### src/rtl/video_timing_if.sv
// Raster timing bundle: pixel enable into the generator, registered position,
// sync, blanking, strobe and frame-count outputs back out.
interface video_timing_if #(
  parameter int HW      = 9,
  parameter int VW      = 9,
  parameter int FRAME_W = 8
);
  logic               ce;
  logic [HW-1:0]      hpos;
  logic [VW-1:0]      vpos;
  logic               hsync;
  logic               vsync;
  logic               hblank;
  logic               vblank;
  logic               display_on;
  logic               line_start;
  logic               frame_start;
  logic [FRAME_W-1:0] frame_count;

  modport master (
    input  ce,
    output hpos, vpos, hsync, vsync, hblank, vblank, display_on,
           line_start, frame_start, frame_count
  );

  modport slave (
    output ce,
    input  hpos, vpos, hsync, vsync, hblank, vblank, display_on,
           line_start, frame_start, frame_count
  );
endinterface

### src/rtl/video_timing_gen.sv
// Parametrised raster timing generator; one clk from a ce step to all outputs.
// No backpressure: ce=0 simply freezes the raster and suppresses the strobes.
module video_timing_gen #(
  parameter int H_DISPLAY = 256,
  parameter int H_FRONT   = 7,
  parameter int H_SYNC    = 23,
  parameter int H_BACK    = 23,
  parameter int V_DISPLAY = 240,
  parameter int V_BOTTOM  = 14,
  parameter int V_SYNC    = 3,
  parameter int V_TOP     = 5,
  parameter int HSYNC_POL = 1,
  parameter int VSYNC_POL = 1,
  parameter int FRAME_W   = 8
) (
  input  logic           clk,
  input  logic           reset,
  video_timing_if.master vt
);
  localparam int H_TOTAL = H_DISPLAY + H_FRONT + H_SYNC + H_BACK;
  localparam int V_TOTAL = V_DISPLAY + V_BOTTOM + V_SYNC + V_TOP;
  localparam int HW      = $clog2(H_TOTAL);
  localparam int VW      = $clog2(V_TOTAL);

  localparam logic [HW-1:0] H_LAST   = HW'(H_TOTAL - 1);
  localparam logic [HW-1:0] H_BLANK  = HW'(H_DISPLAY);
  localparam logic [HW-1:0] HS_FIRST = HW'(H_DISPLAY + H_FRONT);
  localparam logic [HW-1:0] HS_LAST  = HW'(H_DISPLAY + H_FRONT + H_SYNC - 1);
  localparam logic [HW-1:0] H_ONE    = HW'(1);
  localparam logic [VW-1:0] V_LAST   = VW'(V_TOTAL - 1);
  localparam logic [VW-1:0] V_BLANK  = VW'(V_DISPLAY);
  localparam logic [VW-1:0] VS_FIRST = VW'(V_DISPLAY + V_BOTTOM);
  localparam logic [VW-1:0] VS_LAST  = VW'(V_DISPLAY + V_BOTTOM + V_SYNC - 1);
  localparam logic [VW-1:0] V_ONE    = VW'(1);
  localparam logic [FRAME_W-1:0] F_ONE = FRAME_W'(1);
  localparam logic HS_ACT = (HSYNC_POL != 0);
  localparam logic VS_ACT = (VSYNC_POL != 0);

  logic [HW-1:0]      hpos_q, hpos_d;
  logic [VW-1:0]      vpos_q, vpos_d;
  logic               hsync_q, hsync_d;
  logic               vsync_q, vsync_d;
  logic               hblank_q, hblank_d;
  logic               vblank_q, vblank_d;
  logic               display_on_q, display_on_d;
  logic               line_start_q, line_start_d;
  logic               frame_start_q, frame_start_d;
  logic [FRAME_W-1:0] frame_count_q, frame_count_d;

  always_comb begin
    hpos_d        = hpos_q;
    vpos_d        = vpos_q;
    line_start_d  = 1'b0;
    frame_start_d = 1'b0;
    frame_count_d = frame_count_q;
    if (vt.ce) begin
      if (hpos_q == H_LAST) begin
        hpos_d       = '0;
        line_start_d = 1'b1;
        if (vpos_q == V_LAST) begin
          vpos_d        = '0;
          frame_start_d = 1'b1;
          frame_count_d = frame_count_q + F_ONE;
        end else begin
          vpos_d = vpos_q + V_ONE;
        end
      end else begin
        hpos_d = hpos_q + H_ONE;
      end
    end
    // Decode from the next position so the registered flags line up with hpos/vpos.
    hsync_d      = ((hpos_d >= HS_FIRST) && (hpos_d <= HS_LAST)) ? HS_ACT : ~HS_ACT;
    vsync_d      = ((vpos_d >= VS_FIRST) && (vpos_d <= VS_LAST)) ? VS_ACT : ~VS_ACT;
    hblank_d     = (hpos_d >= H_BLANK);
    vblank_d     = (vpos_d >= V_BLANK);
    display_on_d = ~hblank_d & ~vblank_d;
  end

  // Reset parks the raster on the last pixel so the first ce lands on (0,0).
  always_ff @(posedge clk or posedge reset) begin
    if (reset) begin
      hpos_q        <= H_LAST;
      vpos_q        <= V_LAST;
      hsync_q       <= ~HS_ACT;
      vsync_q       <= ~VS_ACT;
      hblank_q      <= 1'b1;
      vblank_q      <= 1'b1;
      display_on_q  <= 1'b0;
      line_start_q  <= 1'b0;
      frame_start_q <= 1'b0;
      frame_count_q <= '1;
    end else begin
      hpos_q        <= hpos_d;
      vpos_q        <= vpos_d;
      hsync_q       <= hsync_d;
      vsync_q       <= vsync_d;
      hblank_q      <= hblank_d;
      vblank_q      <= vblank_d;
      display_on_q  <= display_on_d;
      line_start_q  <= line_start_d;
      frame_start_q <= frame_start_d;
      frame_count_q <= frame_count_d;
    end
  end

  assign vt.hpos        = hpos_q;
  assign vt.vpos        = vpos_q;
  assign vt.hsync       = hsync_q;
  assign vt.vsync       = vsync_q;
  assign vt.hblank      = hblank_q;
  assign vt.vblank      = vblank_q;
  assign vt.display_on  = display_on_q;
  assign vt.line_start  = line_start_q;
  assign vt.frame_start = frame_start_q;
  assign vt.frame_count = frame_count_q;
endmodule

### src/flat_wrapper.sv
// flat-port wrapper written by rule: the top's interface ports become plain ports
module video_timing_gen_flat 
#(
  parameter int H_DISPLAY = 256,
  parameter int H_FRONT   = 7,
  parameter int H_SYNC    = 23,
  parameter int H_BACK    = 23,
  parameter int V_DISPLAY = 240,
  parameter int V_BOTTOM  = 14,
  parameter int V_SYNC    = 3,
  parameter int V_TOP     = 5,
  parameter int HSYNC_POL = 1,
  parameter int VSYNC_POL = 1,
  parameter int FRAME_W   = 8
)
  (clk, reset, vt_ce, vt_hpos, vt_vpos, vt_hsync, vt_vsync, vt_hblank, vt_vblank, vt_display_on, vt_line_start, vt_frame_start, vt_frame_count);
  video_timing_if #(.HW(9), .VW(9), .FRAME_W(FRAME_W)) vt_i ();
  input  logic clk;
  input  logic reset;
  input wire logic [$bits(vt_i.ce)-1:0] vt_ce;
  output wire logic [$bits(vt_i.hpos)-1:0] vt_hpos;
  output wire logic [$bits(vt_i.vpos)-1:0] vt_vpos;
  output wire logic [$bits(vt_i.hsync)-1:0] vt_hsync;
  output wire logic [$bits(vt_i.vsync)-1:0] vt_vsync;
  output wire logic [$bits(vt_i.hblank)-1:0] vt_hblank;
  output wire logic [$bits(vt_i.vblank)-1:0] vt_vblank;
  output wire logic [$bits(vt_i.display_on)-1:0] vt_display_on;
  output wire logic [$bits(vt_i.line_start)-1:0] vt_line_start;
  output wire logic [$bits(vt_i.frame_start)-1:0] vt_frame_start;
  output wire logic [$bits(vt_i.frame_count)-1:0] vt_frame_count;
  assign vt_i.ce = vt_ce;
  assign vt_hpos = vt_i.hpos;
  assign vt_vpos = vt_i.vpos;
  assign vt_hsync = vt_i.hsync;
  assign vt_vsync = vt_i.vsync;
  assign vt_hblank = vt_i.hblank;
  assign vt_vblank = vt_i.vblank;
  assign vt_display_on = vt_i.display_on;
  assign vt_line_start = vt_i.line_start;
  assign vt_frame_start = vt_i.frame_start;
  assign vt_frame_count = vt_i.frame_count;
  video_timing_gen #(.H_DISPLAY(H_DISPLAY), .H_FRONT(H_FRONT), .H_SYNC(H_SYNC), .H_BACK(H_BACK), .V_DISPLAY(V_DISPLAY), .V_BOTTOM(V_BOTTOM), .V_SYNC(V_SYNC), .V_TOP(V_TOP), .HSYNC_POL(HSYNC_POL), .VSYNC_POL(VSYNC_POL), .FRAME_W(FRAME_W)) u_core (.clk(clk), .reset(reset), .vt(vt_i));
endmodule
### config.mk
export PLATFORM = sky130hd
export DESIGN_NAME = video_timing_gen_flat
export DESIGN_NICKNAME = d
export VERILOG_FILES = /design/src/rtl/video_timing_if.sv /design/src/rtl/video_timing_gen.sv /design/src/flat_wrapper.sv
export SDC_FILE = /design/constraint.sdc
export NUM_CORES = 1
export LEC_CHECK = 0
export ABC_AREA = 1
export CORE_ASPECT_RATIO = 1.4
export CORE_UTILIZATION = 52
export CTS_CLUSTER_SIZE = 30
export DETAILED_ROUTE_END_ITERATION = 6
export PLACE_DENSITY = 0.8
export SETUP_SLACK_MARGIN = 0.2
export SYNTH_ARGS = -nofsm -noshare
export SYNTH_HDL_FRONTEND = slang
export SYNTH_SLANG_ARGS = --single-unit
### constraint.sdc
create_clock -name clk -period 2.05 [get_ports clk]
set_clock_uncertainty 0.15 [all_clocks]
set_input_delay 0.205 -clock clk [delete_from_list [all_inputs] [get_ports clk]]
set_output_delay 0.205 -clock clk [all_outputs]
set_load 0.005 [all_outputs]
---- Word level (Yosys, flattened, before mapping) ----
Cells that the tools add are included.
cells by class
  add/subtract/negate cells ............... 3
  order comparisons ....................... 6
  equality and inequality tests ........... 2
  muxes and demuxes ....................... 12
  bitwise gates (word level) .............. 3
  reduce and logical (&&, ||, !) cells .... 3
operators with widths
  cell                                                               count
  2-to-1 mux 9 bit                                                   5
  adder 9 x 1 -> 9 bit, second input constant                        2
  equality test 9 bit, second input constant                         2
  greater-or-equal comparator 9 x 8 -> 1 bit, second input constant  2
  greater-or-equal comparator 9 bit, second input constant           2
  less-or-equal comparator 9 bit, second input constant              2
  adder 8 x 1 -> 8 bit, second input constant                        1
  2-to-1 mux 1 bit                                                   7
  AND reduction 3 bit                                                1
  logical AND 1 bit                                                  2
  inverter 1 bit                                                     2
  AND 1 bit                                                          1
storage, ports and cells
  bits in registers ....................... 33
  input bits .............................. 3
  logic and storage cells ................. 39

---- Longest topological paths before layout ----
  word-level depth ........................ 7
  depth in mapped cells ................... 14
  gate-level depth less buffers ........... 14

---- Worst setup path before layout ----
OpenSTA, ideal clock, no wires.
  path type ............................... reg-to-reg
  start point ............................. register u_core.vpos_q[0], in the netlist u_core.vt.vpos[0]
  end point ............................... register u_core.frame_count_q[6], in the netlist u_core.vt.frame_count[6]
  setup time .............................. 0.075 ns
  arrival ................................. 1.630 ns
  required time ........................... 1.825 ns
  setup slack ............................. 0.195 ns
  cell stages (with the launch flop) ...... 10
  buffers on the path ..................... 0
  cells stage by stage .................... dfstp_2 -> ha_1 -> nand2_1 -> nor2_1 -> nand2_2 -> nor2_4 -> nand3_2 -> nor2_2 -> nand3_1 -> xnor2_1
between the ends
  word-level cells in the longest chain between the ends .. 2
ends and longest elaborated chain
  item                                  line                     text
  start, declared                       video_timing_gen.sv:40   logic [VW-1:0] vpos_q, vpos_d;
  start signal, assigned                video_timing_gen.sv:94   vpos_q <= vpos_d;
  equality test 9 bit                   video_timing_gen.sv:60   if (vpos_q == V_LAST) begin
  AND reduction 3 bit (no source line)  n/a
  end signal, assigned                  video_timing_gen.sv:102  frame_count_q <= frame_count_d;
  end, declared                         video_timing_gen.sv:48   logic [FRAME_W-1:0] frame_count_q, frame_count_d;
Every way passes these cells.
A chain may end at the register's enable or synchronous reset.

---- Final worst setup path ----
  start point ............................. register u_core.hpos_q[8], in the netlist u_core.vt.hpos[8]
  end point ............................... register u_core.vsync_q, in the netlist u_core.vt.vsync
between the ends
  word-level cells in the longest chain between the ends .. 6
  elaborated cells on any way between the ends .. 7
ends and longest elaborated chain
  item                                                                                                 line                    text
  start, declared                                                                                      video_timing_gen.sv:39  logic [HW-1:0] hpos_q, hpos_d;
  start signal, assigned                                                                               video_timing_gen.sv:93  hpos_q <= hpos_d;
  equality test 9 bit *                                                                                video_timing_gen.sv:57  if (hpos_q == H_LAST) begin
  2-to-1 mux 9 bit *                                                                                   video_timing_gen.sv:57
  2-to-1 mux 9 bit *                                                                                   video_timing_gen.sv:56  if (vt.ce) begin
  named net u_core.vpos_d[8]                                                                           video_timing_gen.sv:40
  greater-or-equal comparator 9 x 8 -> 1 bit / less-or-equal comparator 9 bit (equally long branches)  video_timing_gen.sv:73  vsync_d = ((vpos_d >= VS_FIRST) && (vpos_d <= VS_LAST)) ? VS_ACT : ~VS_ACT;
  logical AND 1 bit *                                                                                  video_timing_gen.sv:73
  2-to-1 mux 1 bit *                                                                                   video_timing_gen.sv:73
  named net u_core.vsync_d                                                                             video_timing_gen.sv:42  logic vsync_q, vsync_d;
  end signal, assigned                                                                                 video_timing_gen.sv:85  vsync_q <= ~VS_ACT;
  end signal, assigned                                                                                 video_timing_gen.sv:96  vsync_q <= vsync_d;
  end, declared                                                                                        video_timing_gen.sv:42
Mark *: on every way through the listed nets, which the timed path passes. The rest lies on a longest branch.

==> results.sh <==
export IMPL_cpPeakStageDelay_ns=0.56
export IMPL_synth_area_top_cells="dfstp_2 24%, dfrtp_1 21%, nand2_1 11%"
export IMPL_die_h_um=73.2
export IMPL_crit_fanout=6
export IMPL_path_common_cell="nand2_1"
export IMPL_drive_above_1_share_pct=39.5
export IMPL_rr_startpoint="u_core.vt.hpos[8]$_DFF_PP1_"
export IMPL_synth_common_cells="57 x nand2_1, 32 x inv_1, 26 x nor2_1"
export IMPL_synth_edf_count=0
export IMPL_critical_path_slowest_cell="dfstp_2"
export IMPL_async_flop_share_pct=100
export IMPL_place_gp_congestion=0.927
export IMPL_yosysTopAreaCell="dfstp_2"
export IMPL_numClockSinks=33
export IMPL_drc=0
export IMPL_final_antenna_net_count=0
export IMPL_irDropWorstVdd_mv=1.05
export IMPL_dp_slack_ns=-0.0204
export IMPL_portBuffers=35
export IMPL_dieWidth_um=52.9
export IMPL_synth_distinct_cells=29
export IMPL_syn_num_nets=244
export IMPL_root_buffer="clkbuf_8"
export IMPL_grt_pass1_wl_um=7670
export IMPL_stdcell_count=349
export IMPL_cts_buffers=5
export IMPL_cp_arrival_ns=1.98
export IMPL_status="finished, final reports clean"
export IMPL_final_util_pct=83.6
export IMPL_met2_usage_pct=52.9
export IMPL_drt_wl_total_um=5260
export IMPL_period_minus_slack_ns=1.94
export IMPL_setup_viol=0
export IMPL_wl_per_cell_um=15.1
export IMPL_grt_util_all_layers_pct=27.5
export IMPL_ys_seq_elements=33
export IMPL_hold_viol_final=0
export IMPL_synth_seq_area_share_pct=45.0
export IMPL_p_sw_share_pct=33.0
export IMPL_crit_chain="inv_1 -> nor2_1 -> nand2_1 -> nor2_4 -> buf_4 -> nand4_1 -> nand2_1 -> nand2_1 -> nand2_2 -> nor2_1 -> nand2_1 -> nand2_1"
export IMPL_dpl_cell_count=315
export IMPL_cts_max_level=2
export IMPL_layout_nets=316
export IMPL_timing_final_crit_share_pct=94.7
export IMPL_p_int_w=0.00160
export IMPL_hold_class="in2async"
export IMPL_clk_latency_ns=0.29
export IMPL_die_area_sq_mm=0.00387
export IMPL_syn_inst=236
export IMPL_critPathRequiredTime_ns=2.08
export IMPL_p_leak_nw=1.34
export IMPL_via_per_inst=5.35
export IMPL_powerDensity_mw_per_mm2=838
export IMPL_p_comb_share_pct=37.4
export IMPL_path_class="reg2reg"
export IMPL_grt_busiest_layer="met2"
export IMPL_cts_buffer_depth=2
export IMPL_grtUsageMet1_pct=27.4
export IMPL_worst_slack_ns=0.108
export IMPL_ys_flop_type="dfstp_2"
export IMPL_start_kind="flip-flop"
export IMPL_pwr_share_seq_pct=35.9
export IMPL_num_vias=1867
export IMPL_grt_max_degree=34
export IMPL_grt_pass1_vias=1784
export IMPL_rsz0062_at_grt="yes"
export IMPL_synth_most_common_cell="nand2_1"
export IMPL_report_final_slew_viol_count=0
export IMPL_dr_pass1_iters=4
export IMPL_ys_warn_count=0
export IMPL_cts_tree="yes"
export IMPL_io_pins=36
export IMPL_endpoint_kind="flip-flop"
export IMPL_rr_worst_depth=12
export IMPL_power_switching_w=0.000787
export IMPL_overflow=0
export IMPL_antenna_found_initial=0
export IMPL_synth_avg_cell_area_sq_um=7.98
export IMPL_worst_r2r_setup_slack_ns=0.11
export IMPL_core_sq_mm=0.00341
export IMPL_rows=25
export IMPL_slew_headroom_pct=71.2
export IMPL_insertedDiodeCount=0
export IMPL_dp_hpwl_um=3160
export IMPL_tightest_slew_ns=0.432
export IMPL_syn2layout_area_growth_pct=51.3
export IMPL_fin_tns_setup_ns=0
export IMPL_synth_top_area_share_pct=23.7
export IMPL_fmax_ghz=0.515
export IMPL_clockPowerShare_pct=26.8
export IMPL_maxCapViolations=0
export IMPL_use_met3_pct=5.63
export IMPL_start_util_pct=55.3
export IMPL_netlist_area_sq_mm=0.00188
export IMPL_reg2reg_to="u_core.vt.vsync$_DFF_PP0_"
export IMPL_clk_pin_slew_ns=0.07
export IMPL_drtIter0Drc=69
export IMPL_cts_hold_buffers=0
-- cell type report --
class / count / area [sq um]
Multi-Input combinational cell: 162 / 1080
Inverter: 38 / 145
Sequential cell: 33 / 850
Clock buffer: 7 / 86.3
Tap cell: 40 / 50.0
Clock inverter: 1 / 30.0
Timing Repair Buffer: 68 / 613
Fill cell: 189 / 558
-- cell families after synthesis --
| family | count (synthesis) | share of synthesized area, % |
|---|---|---|
| AND/OR/NAND/NOR | 137 | 34.7 |
| adder cells (fa/ha/maj) | 5 | 3.32 |
| flip-flops | 33 | 45.0 |
| XOR/XNOR | 7 | 3.25 |
| AO/OA/AOI/OAI | 12 | 4.38 |
| multiplexers | 1 | 0.598 |
| buffers and inverters | 41 | 8.83 |
-- per-layer routing --
layer  up-vias  part of all wire, %
met4         0                  3.6
met2        65                   56
li1        885                    -
met3        19                  3.7
met5         -                    0
met1       898                   36
-- through the flow --
stage                     total power [W]  instance area [sq um]  hold slack (ns)
final                             0.00239                   2850            0.157
after global routing              0.00249                   2850            0.210
after CTS                         0.00227                   2690            0.160
after detailed placement          0.00148                   2310            0.329
after global placement            0.00147                   2310            0.326
after floorplan                   0.00120                   1880            0.171
-- how the worst max path moves through the flow --
stage,startpoint,to,slack [ns],cells past startpoint
final,u_core.vt.hpos[8]$_DFF_PP1_,u_core.vt.vsync$_DFF_PP0_,0.11,12
after global routing,u_core.vt.vpos[0]$_DFF_PP1_,u_core.vt.vsync$_DFF_PP0_,0.05,12
after CTS,u_core.vt.vpos[0]$_DFF_PP1_,u_core.vt.frame_count[7]$_DFFE_PP1P_,0.17,8
after detailed placement,vt_ce,u_core.vt.vsync$_DFF_PP0_,-0.02,10
after global placement,vt_ce,u_core.vt.vsync$_DFF_PP0_,0.04,10
after floorplan,u_core.vt.vpos[0]$_DFF_PP1_,u_core.vt.vsync$_DFF_PP0_,0.21,10
-- placed cells by master (no fill, tap or decap), types with 10 or more instances in the layout --
cell / netlist / routed
dfstp_2: 17 / 17
nor2_4: 4 / 10
inv_1: 32 / 29
clkdlybuf4s50_1: 0 / 35
buf_4: 1 / 29
nand2_1: 57 / 46
nand2_2: 5 / 13
nand3_1: 24 / 18
nor2_1: 26 / 18
dfrtp_1: 16 / 14
-- repair_timing --
item	4_1_cts	5_1_grt
resized for setup	43	22
buffers inserted	14	12
gates cloned	0	0
pin swaps	22	22
hold endpoints to repair	0	0
setup endpoints to repair	10	13
-- power by group through the flow --
stage / Sequential [W] / Clock [W] / Combinational (W)
6_report: 0.000857 / 0.000639 / 0.000892
5_1_grt: 0.000865 / 0.000670 / 0.000959
2_1_floorplan: 0.000876 / 0 / 0.000320
4_1_cts: 0.000858 / 0.000645 / 0.000766
3_5_place_dp: 0.000871 / 0 / 0.000613
3_3_place_gp: 0.000873 / 0 / 0.000599
-- critical path: cells and delay by family (launching register included) --
family | cells | cell delay, ns
buffers and inverters | 2 | 0.23
flip-flops | 1 | 0.56
AND/OR/NAND/NOR | 10 | 0.91
(Power assumes the default switching activity.)
==> patch: new RTL, same flow settings <==
`VSYNC_POL` is set to 1 in 2 places; all go to 0.
--- a/src/rtl/video_timing_gen.sv
+++ b/src/rtl/video_timing_gen.sv
@@ -11,5 +11,5 @@
   parameter int V_TOP     = 5,
   parameter int HSYNC_POL = 1,
-  parameter int VSYNC_POL = 1,
+  parameter int VSYNC_POL = 0,
   parameter int FRAME_W   = 8
 ) (
--- a/src/flat_wrapper.sv
+++ b/src/flat_wrapper.sv
@@ -11,5 +11,5 @@
   parameter int V_TOP     = 5,
   parameter int HSYNC_POL = 1,
-  parameter int VSYNC_POL = 1,
+  parameter int VSYNC_POL = 0,
   parameter int FRAME_W   = 8
 )
Formal check against the unedited RTL: not equivalent (Yosys sat finds a counterexample within 4 cycles, from zero or initial values and one cycle with reset high).
==> patch against the unedited design <==
Sequential cell count did not move. Setup slack got worse by 0.028 ns. Design area rose by 1.8%. Power rose by 21%. Synthesized area rose by 4.6%. Critical path depth fell by 2. Wire length rose by 5.8%. Largest power group unchanged.
==> patch: results (changes against the unedited design) <==
- The minimum setup slack after placement was 0.0526 ns (+0.0730 ns).
- The via count of the first global-routing pass came to 1,695 (-5.0%).
- The CTS buffer count was 5 (unchanged).
- The root buffer cell chosen for the clock tree is sky130_fd_sc_hd__clkbuf_8.
- The total of warnings raised by yosys is 0 (unchanged).
- The register-to-register setup slack is 0.08 ns (-0.03 ns).
- Tracing the worst setup path back leads to its startpoint at u_core.vt.vpos[2].
- The number of fill cells in the layout is 216 (+14%).
- The via density per instance is 5.43 (+1.6%).
- The worst ir drop on vdd is 0.000902 V (-14%).
- The critical path data arrival time is 2.04 ns (+0.06 ns).
- The biggest fanout along the worst timing path was 5 (-1).
- By count the netlist is led by 79 x sky130_fd_sc_hd__nand2_1, 38 x sky130_fd_sc_hd__inv_1, 25 x sky130_fd_sc_hd__nor2_1.
- The worst-case hold slack is 0.146 ns (-0.0111 ns).
- The capture point of the critical path is u_core.vt.frame_count[7].
- The run finished with clean final reports.
- The average wire per cell in the routed design is 15.4 um (+2.3%).
- The distinct cell type count after synthesis is 30 (+3.4%).
- The clock latency at the later pin of the worst-skew pair was 0.29 ns (about the same).
- By area the synthesized netlist is led by sky130_fd_sc_hd__dfstp_2 24%, sky130_fd_sc_hd__dfrtp_1 19%, sky130_fd_sc_hd__nand2_1 15%, sky130_fd_sc_hd__inv_1 7.2%, sky130_fd_sc_hd__nor2_1 4.8%.
- The level count of the clock H-tree is 2 (unchanged).
- The net count of the finished layout came to 326 (+3.2%).
- The post-synth net total was 260 (+6.6%).
- The max-slew headroom at the worst pin was 72.3% (+1.1 points).
- The placer congestion estimate was 0.922 (-0.55%).
- The half-perimeter wire length of the detailed placement result is 3330 um (+5.6%).
- The layout cell share with drive strength beyond 1 is 36.4% (-3.1 points).
- The leakage component of the power is 1.45 nW (+7.8%).
- The global-route usage over all layers is 25.2% (-2.3 points).
- The number of optimization iterations in the first detailed-route pass is 5 (+1).
- The first-pass GRT wire length is 7250 um (-5.5%).
- The period utilization is 96.1% (+1.4 points).
- The instance area after placement came to 2410 um2 (+4.2%).
- The number of cell instances on the worst register-to-register path is 10 (-2).
- The number of DRC markers after the initial detailed-route iteration is 56 (-19%).
- The register area share after synthesis came to 43.0% (-1.9 points).
patch: cell count changes after synthesis, sizes merged, moves of 2 or more:
cell | unedited run | this run
nand3 | 26 | 20
a21o | 2 | 0
inv | 36 | 40
nand2 | 62 | 83
nor2 | 37 | 33
nand4 | 9 | 7
nor3 | 2 | 5
xnor2 | 3 | 5
patch: cells by family after synthesis:
kind of cell               synth area share, %
and+or+nand+nor                           37.7
buffers and inverters                     8.89
DFF                                       43.0
AOI/OAI and AO/OA                         3.24
xor gates and xnor gates                  4.00
adders and majority gates                 3.17
patch: layout make-up:
type | instances | area, um2 | share of cell area, %
sequential | 33 | 848 | 29.2
timing repair buffer | 60 | 546 | 18.8
multi-input combinational | 177 | 1160 | 40.0
clock buffer | 5 | 68.8 | 2.37
clock inverter | 3 | 65.1 | 2.24
tap | 42 | 52.6 | 1.81
inverter | 41 | 161 | 5.56
patch: critical path: stages, from the launching register on:
cell and delay, ns:
sky130_fd_sc_hd__dfstp_2 0.60, sky130_fd_sc_hd__inv_1 0.10, sky130_fd_sc_hd__nor2_1 0.13, sky130_fd_sc_hd__nand2_1 0.12
sky130_fd_sc_hd__inv_1 0.12, sky130_fd_sc_hd__nand2_4 0.08, sky130_fd_sc_hd__nor2_4 0.16, sky130_fd_sc_hd__nand3b_4 0.11
sky130_fd_sc_hd__nor2_4 0.12, sky130_fd_sc_hd__nand3_2 0.07, sky130_fd_sc_hd__xnor2_1 0.14
patch: through the flow:
| step | TNS (ns) | power, W | cells |
|---|---|---|---|
| 4_1_cts | 0 | 0.00264 | 348 |
| 3_3_place_gp | 0 | 0.00182 | 334 |
| 2_1_floorplan | 0 | 0.00144 | 252 |
| 6_report | 0 | 0.00288 | 361 |
| 3_5_place_dp | 0 | 0.00182 | 334 |
| 5_1_grt | -0.0489 | 0.00304 | 361 |
patch: report_power, final:
part           internal (W)  leakage, nW  switching (W)
Sequential         0.000802        0.370       0.000138
Combinational      0.000550         1.01       0.000663
Clock              0.000483       0.0681       0.000249
Total               0.00183         1.45        0.00105
patch: metal layers:
| metal | wire length, um | vias up | track usage (%) |
|---|---|---|---|
| met5 | 0 | - | 0 |
| met4 | 227 | 0 | 11.7 |
| met3 | 282 | 25 | 5.86 |
| met2 | 2940 | 95 | 45.7 |
| met1 | 2120 | 926 | 26.8 |
| li1 | - | 916 | - |
patch: what timing repair did:
item / 4_1_cts / 5_1_grt
gates cloned: 0 / 1
resized for setup: 14 / 48
setup buffers: 6 / 12
setup endpoints to repair: 8 / 13
hold buffers: 0 / 0
pin swaps: 5 / 26
